==> config.mk <==
export PLATFORM = sky130hd
export DESIGN_NAME = serial_magnitude_comparator
export DESIGN_NICKNAME = d
export VERILOG_FILES = /design/src/rtl/cmp_pkg.sv /design/src/rtl/chunk_compare.sv /design/src/rtl/serial_magnitude_comparator.sv
export SDC_FILE = /design/constraint.sdc
export NUM_CORES = 1
export LEC_CHECK = 0
export BUFFER_PORTS_ARGS = -buffer_cell sky130_fd_sc_hd__buf_2
export CORE_MARGIN = 2
export CORE_UTILIZATION = 45
export CTS_CLUSTER_SIZE = 40
export DETAILED_ROUTE_END_ITERATION = 8
export PLACE_DENSITY = 0.77
export SETUP_SLACK_MARGIN = 0.1
export SLEW_MARGIN = 30
export SYNTH_ARGS = -nofsm -noshare
export SYNTH_HDL_FRONTEND = slang
export SYNTH_SLANG_ARGS = --single-unit
==> constraint.sdc <==
create_clock -name clk -period 4.1 [get_ports clk]
set_input_delay 0 -clock clk [delete_from_list [all_inputs] [get_ports clk]]
set_output_delay 0 -clock clk [all_outputs]
set_load 0.03 [all_outputs]
==> src/rtl/cmp_pkg.sv <==
// Shared types for the serial magnitude comparator: FSM states and the
// one-hot result codes packed as {gt, lt, eq}.
package cmp_pkg;

    typedef enum logic [1:0] {
        IDLE = 2'd0,
        CMP  = 2'd1,
        DONE = 2'd2
    } state_t;

    localparam logic [2:0] GT   = 3'b100;
    localparam logic [2:0] LT   = 3'b010;
    localparam logic [2:0] EQ   = 3'b001;
    localparam logic [2:0] NONE = 3'b000;

endpackage

==> src/rtl/chunk_compare.sv <==
// Unsigned magnitude compare of one CHUNK-bit slice pair.
module chunk_compare #(
    parameter int CHUNK = 4
) (
    input  logic [CHUNK-1:0] a,
    input  logic [CHUNK-1:0] b,
    output logic             gt,
    output logic             lt,
    output logic             eq
);

    assign gt = (a > b);
    assign lt = (a < b);
    assign eq = (a == b);

endmodule

==> src/rtl/serial_magnitude_comparator.sv <==
// Compares two WIDTH-bit operands CHUNK bits per cycle, MSB chunk first,
// stopping at the first differing chunk. Signed mode flips the sign bit.
module serial_magnitude_comparator
    import cmp_pkg::*;
#(
    parameter int WIDTH = 16,
    parameter int CHUNK = 4
) (
    input  logic             clk,
    input  logic             rst_n,
    input  logic             in_valid,
    output logic             in_ready,
    input  logic [WIDTH-1:0] a,
    input  logic [WIDTH-1:0] b,
    input  logic             signed_mode,
    output logic             out_valid,
    input  logic             out_ready,
    output logic             a_gt_b,
    output logic             a_lt_b,
    output logic             a_eq_b,
    output logic             busy
);

    localparam int NCHUNK = WIDTH / CHUNK;
    localparam int IDX_W  = (NCHUNK > 1) ? $clog2(NCHUNK) : 1;
    localparam logic [IDX_W-1:0] LAST = IDX_W'(NCHUNK - 1);

    state_t                              state_q, state_n;
    logic [IDX_W-1:0]                    idx_q, idx_n;
    logic [2:0]                          res_q, res_n;
    logic [WIDTH-1:0]                    a_q, b_q;
    logic                                smode_q;
    logic                                load;

    logic [NCHUNK-1:0][CHUNK-1:0]        a_ch, b_ch;
    logic [IDX_W-1:0]                    sel;
    logic [CHUNK-1:0]                    ca, cb;
    logic                                c_gt, c_lt, c_eq;

    assign a_ch = a_q;
    assign b_ch = b_q;
    // Packed chunk NCHUNK-1 holds the MSBs, so index k maps to NCHUNK-1-k.
    assign sel  = LAST - idx_q;

    always_comb begin
        ca = a_ch[sel];
        cb = b_ch[sel];
        if (smode_q && (idx_q == '0)) begin
            ca[CHUNK-1] = ~ca[CHUNK-1];
            cb[CHUNK-1] = ~cb[CHUNK-1];
        end
    end

    chunk_compare #(.CHUNK(CHUNK)) u_chunk_compare (
        .a  (ca),
        .b  (cb),
        .gt (c_gt),
        .lt (c_lt),
        .eq (c_eq)
    );

    always_comb begin
        state_n = state_q;
        idx_n   = idx_q;
        res_n   = res_q;
        load    = 1'b0;
        unique case (state_q)
            IDLE: begin
                if (in_valid) begin
                    load    = 1'b1;
                    idx_n   = '0;
                    res_n   = NONE;
                    state_n = CMP;
                end
            end
            CMP: begin
                if (c_gt) begin
                    res_n   = GT;
                    state_n = DONE;
                end else if (c_lt) begin
                    res_n   = LT;
                    state_n = DONE;
                end else if (c_eq && (idx_q == LAST)) begin
                    res_n   = EQ;
                    state_n = DONE;
                end else begin
                    idx_n   = idx_q + 1'b1;
                end
            end
            DONE: begin
                if (out_ready) state_n = IDLE;
            end
            default: state_n = IDLE;
        endcase
    end

    always_ff @(posedge clk) begin
        if (!rst_n) begin
            state_q <= IDLE;
            idx_q   <= '0;
            res_q   <= NONE;
            a_q     <= '0;
            b_q     <= '0;
            smode_q <= 1'b0;
        end else begin
            state_q <= state_n;
            idx_q   <= idx_n;
            res_q   <= res_n;
            if (load) begin
                a_q     <= a;
                b_q     <= b;
                smode_q <= signed_mode;
            end
        end
    end

    assign in_ready  = (state_q == IDLE);
    assign busy      = (state_q != IDLE);
    assign out_valid = (state_q == DONE);
    assign a_gt_b    = res_q[2];
    assign a_lt_b    = res_q[1];
    assign a_eq_b    = res_q[0];

endmodule

Word-level counts from Yosys, hierarchy flattened. Index checks and enable logic that the tools add are counted.

Register bits: 40. Bits of input ports: 37. Output and inout bits: 6. Word-level logic and storage cells: 56.

Add/sub/neg operators: 2. Order comparisons: 3. Eq/ne operators: 10. Mux-type cells: 24. Bitwise gates (word level): 2. Reductions and logical operators: 9.

Operators with widths (count): $mux 2 (9); $bmux 4 s2 (2); $mux 3 (4); $mux 4 (2); $ne 2x2->1 const B (4); $pmux 2 s3 (1); $pmux 3 s2 (1); $reduce_and 3->1 (2); $reduce_and 5->1 (1); $eq 2x2->1 const B (2); $eq 4x4->1 (1); $gt 4x4->1 (1); $logic_not 2->1 (2); $lt 4x4->1 (1); $mux 1 (4); $ne 4x4->1 const B (1); $pmux 2 s2 (1); $reduce_bool 2->1 (2); $lt 2x3->1 const B (1); $add 2x1->2 const B (1); $eq 2x1->1 const B (1); $logic_and 1x1->1 (2); $ne 2x1->1 const B (1); $not 1->1 (2); $sub 2x2->2 const A (1).

Depth between registers and ports, before layout.
Word-level depth: 11. Mapped depth: 10. Mapped depth without buffers: 9.

By module. Synthesis repeated with hierarchy kept, for this count alone.

Cells, all modules: 220. Area total of the unflattened synthesis: 1920.6 µm².

By module, submodules not included: serial_magnitude_comparator (instances 1, cells each 204, area each 1791.7 µm², sequential area each 800.8 µm²); chunk_compare (instances 1, cells each 16, area each 128.9 µm², sequential area each 0.0 µm²).

Worst setup path after synthesis. No wires, ideal clock.

Kind: flip-flop to flip-flop. Start point: register idx_q[0]. End point: register res_q[1]. Library setup time: 0.125 ns. Arrival time: 2.054 ns. Required time: 3.975 ns. Setup slack: 1.921 ns. Cell stages (with the launch flop): 9. Buffers on the path: 1. Period minus slack after synthesis: 2.179 ns. Cells stage by stage: dfxtp_1 > buf_6 > mux4_2 > xnor2_1 > ha_1 > and4_1 > and3_4 > o211ai_1 > o31ai_1.

Cells in the longest elaborated chain, start to end: 9. Elaborated cells between the ends (all ways): 21. Those cells by class: 1 x add/sub; 2 x order compare; 3 x eq/ne; 9 x mux; 2 x bitwise; 4 x reduce/logical.

Ends and longest elaborated chain: start: declaration (RTL line serial_magnitude_comparator.sv:29) `logic [IDX_W-1:0] idx_q, idx_n;`; start signal: assignment (RTL line serial_magnitude_comparator.sv:107) `idx_q <= idx_n;`; $sub 2x2->2 (RTL line serial_magnitude_comparator.sv:43) `assign sel = LAST - idx_q;`; $bmux 4 s2, on equally long branches (RTL line serial_magnitude_comparator.sv:46, serial_magnitude_comparator.sv:47); $mux 4, on equally long branches (RTL line serial_magnitude_comparator.sv:46, serial_magnitude_comparator.sv:47); $not 1->1, on equally long branches (RTL line serial_magnitude_comparator.sv:49, serial_magnitude_comparator.sv:50); $mux 1 (RTL line serial_magnitude_comparator.sv:48) `if (smode_q && (idx_q == '0)) begin`; $lt 4x4->1 / $eq 4x4->1 (equally long branches) (RTL line chunk_compare.sv:13, chunk_compare.sv:14); $mux 3 / $logic_and 1x1->1 (equally long branches) (RTL line serial_magnitude_comparator.sv:80, serial_magnitude_comparator.sv:83); $mux 3 / $ne 4x4->1 (equally long branches); $pmux 3 s2 / $reduce_and 3->1 (equally long branches); end signal: assignment (RTL line serial_magnitude_comparator.sv:108) `res_q <= res_n;`; end: declaration (RTL line serial_magnitude_comparator.sv:30) `logic [2:0] res_q, res_n;`.

Several ways; a longest one is shown, not always the timed one. The select of a mux whose other input is x is not followed. A chain may end at the register's enable or synchronous reset.

Worst setup path in the final report.
Start point: register idx_q[0]. End point: register idx_q[1].

Cells in the longest elaborated chain, start to end: 9. Elaborated cells between the ends (all ways): 25. Those cells by class: 2 x add/sub; 2 x order compare; 5 x eq/ne; 10 x mux; 2 x bitwise; 4 x reduce/logical.

Ends and longest elaborated chain: parallel branches: the longest is 9 deep, another holds $lt 4x4->1.

Several ways; the timed one is not identified. The select of a mux whose other input is x is not followed.

==> flow_metrics.tcl <==
set metrics [dict create \
    avgRoutedWirePerCell_um 12.3 \
    holdPathStages 3 \
    drc 0 \
    drt-total-wl_um 4060 \
    status "completed" \
    p_switching_uw 269 \
    final_common_cell "nand2_1" \
    synth_cells 211 \
    fin_area_mm2 0.00251 \
    worstSetupStartpointType "flip-flop" \
    cp.arrival_ns 2.77 \
    report.final.slew_viol_count 0 \
    power_density_mw_per_mm2 398 \
    period_minus_slack_ns 2.54 \
    max_freq_ghz 0.394 \
    ys_seq_area_frac 0.429 \
    maxCapViolCount 0 \
    vias 1641 \
    portBuffers 42 \
    initial_core_util 0.467 \
    rows 23 \
    cts.sink_count 40 \
    seqPwrFrac 0.440 \
    ant_nets 0 \
    final_cell_mix "nand2_1, buf_2, dfxtp_1" \
    slew_headroom 0.585 \
    cts-resized-gates 0 \
    synth_mux_area_frac 0.119 \
    gp_congestion 0.746 \
    hp-start "rst_n" \
    total_power_uw 1000 \
    syn_to_final_growth_pct 34.4 \
    r2r_start "idx_q[0]" \
    yosys.area_share.xor_xnor 0.00938 \
    path_class "flip-flop to flip-flop" \
    synth.distinct_cells 34 \
    overflow 0 \
    pwr-share-clk 0.348 \
    cts_setup_buffers 0 \
    hpwlAfterDp_um 2570 \
    grt_max_degree 38 \
    synthAdderAreaFrac 0.0402 \
    grt_usage 0.199 \
    first_pass_iters 4 \
    hold_class "input port to flip-flop" \
    place_area_mm2 0.00205 \
    antenna_found_initial 0 \
    post-route-util 0.627 \
    synth_top_family_by_area "simple AND/OR/NAND/NOR gates" \
    cts_hold_buf 33 \
    cp-end-kind "flip-flop" \
    required_ns 4.33 \
    htree_num_levels 2 \
    cp_max_fo 11 \
    via_per_inst 4.96 \
    r2r-end "idx_q[1]" \
    p_int_uw 731 \
    die_h_um 68.4 \
    syn_nets 254 \
    cts-root-buf "clkbuf_8" \
    skew_ns 0.00797 \
    synth.area.top_cells "dfxtp_1, nand2_1, a21oi_1, mux4_1, ha_1" \
    cts_buffers 5 \
    setup-tns-final_ns 0 \
    synth.cell_area_mm2 0.00187 \
    clkTransAtPathRegs_ns 0.08 \
    p_leak_nw 1.07 \
    p_comb_frac 0.212 \
    p_sw_frac 0.269 \
    die_w_um 68.4 \
    synth-simple-area-share 0.188 \
    diodes 0 \
    synth_compound_area_frac 0.149 \
    cts_tree "yes" \
    rsz0062_at_grt "no" \
    nNetsFinal 323 \
    drive_gt1_frac 0.210 \
    setup_violations 0 \
    core_mm2 0.00400 \
    ir_drop_v 0.000210 \
    cts_buffer_depth 2 \
    holdPathEnd "res_q[1]" \
    worstMarginPinSlew_ns 0.620 \
    syn_area_per_cell_um2 8.85 \
    grt_first_pass_wirelength_um 6790 \
    yosysTopAreaCellShare 0.429 \
    ff2ff_path_depth 6 \
    dieArea_mm2 0.00468 \
    grt_pass1_vias 1573 \
    period_share 0.619 \
    report.final.hold_viol_count 0 \
    rrSetupSlack_ns 1.56 \
    drt_iter0_drc 55 \
    insertion_delay_ns 0.30 \
    io_pins 43 \
    yosys.area.top_type "dfxtp_1" \
    yosysWarningCount 0 \
    ys_ff_latch 40 \
]
final cells by class:
cell class | instances | area (µm²)
fill | 339 | 1490
multi-input combinational | 149 | 946
sequential | 40 | 801
timing repair buffer | 75 | 541
clock buffer | 7 | 96.3
tap | 50 | 62.6
inverter | 9 | 33.8
clock inverter | 1 | 30.0
cell usage after synthesis:
master,count
a211oi_1,1
a21o_1,1
a21oi_1,35
a31oi_1,1
a32o_1,1
and2_1,1
and2b_4,1
and3_4,1
and4_1,1
buf_2,5
buf_4,1
buf_6,4
clkbuf_1,3
dfxtp_1,40
ha_1,6
inv_1,8
inv_2,1
mux2i_1,2
mux4_1,6
mux4_2,2
nand2_1,71
nand2_2,1
nand3_1,2
nor2_1,2
nor2_4,1
nor2b_1,2
o2111ai_1,1
o211a_1,1
o211ai_1,4
o21ai_2,1
o21bai_1,1
o31ai_1,1
xnor2_1,1
xor2_1,1
sequential cells by signal, indices dropped and copies added (netlist names):
name	count
idx_q	2
a_ch	16
res_q	3
state_q	2
smode_q	1
b_ch	16
cells by family after synthesis:
kind of cell    after synthesis
compound gates               48
xor+xnor                      2
fa+ha+maj                     6
buf+inv                      22
flops                        40
mux                          10
simple gates                 83
power by group through the flow:
stage / registers, mW / logic, mW / clock network, mW
after CTS: 0.440 / 0.213 / 0.352
after global placement: 0.449 / 0.182 / 0
after global routing: 0.444 / 0.239 / 0.366
after detailed placement: 0.449 / 0.189 / 0
after floorplan: 0.444 / 0.152 / 0
final: 0.440 / 0.212 / 0.348
worst max-delay path, stage by stage (launching register included):
cell and delay, ns:
dfxtp_1 0.66, mux4_1 0.63, ha_1 0.32, nor2b_1 0.13, o211a_1 0.28, o21ai_2 0.24, mux2i_1 0.21
worst max path at each step:
stage | startpoint | end | slack, ns | cells past startpoint
floorplan | idx_q[0] | res_q[1] | 1.92 | 8
global placement | idx_q[0] | idx_q[0] | 1.65 | 6
detailed placement | idx_q[0] | idx_q[1] | 1.55 | 6
CTS | idx_q[0] | idx_q[1] | 1.52 | 6
global route | idx_q[0] | idx_q[1] | 1.40 | 6
finish | idx_q[0] | idx_q[1] | 1.56 | 6
per-stage QoR:
stage	instances	hold WS (ns)	setup WS, ns
floorplan	211	0.136	1.92
global placement	290	0.244	1.65
detailed placement	290	0.247	1.55
CTS	331	0.0169	1.52
global route	331	0.0602	1.40
finish	331	0.0264	1.56
routing by layer:
| layer | up-vias | GRT usage | routed length [µm] |
|---|---|---|---|
| met5 | - | 0 | 0 |
| li1 | 857 | - | - |
| met4 | 0 | 0.0950 | 88 |
| met3 | 8 | 0.0411 | 140 |
| met1 | 743 | 0.227 | 1790 |
| met2 | 33 | 0.351 | 2040 |
(Power assumes the default switching activity.)
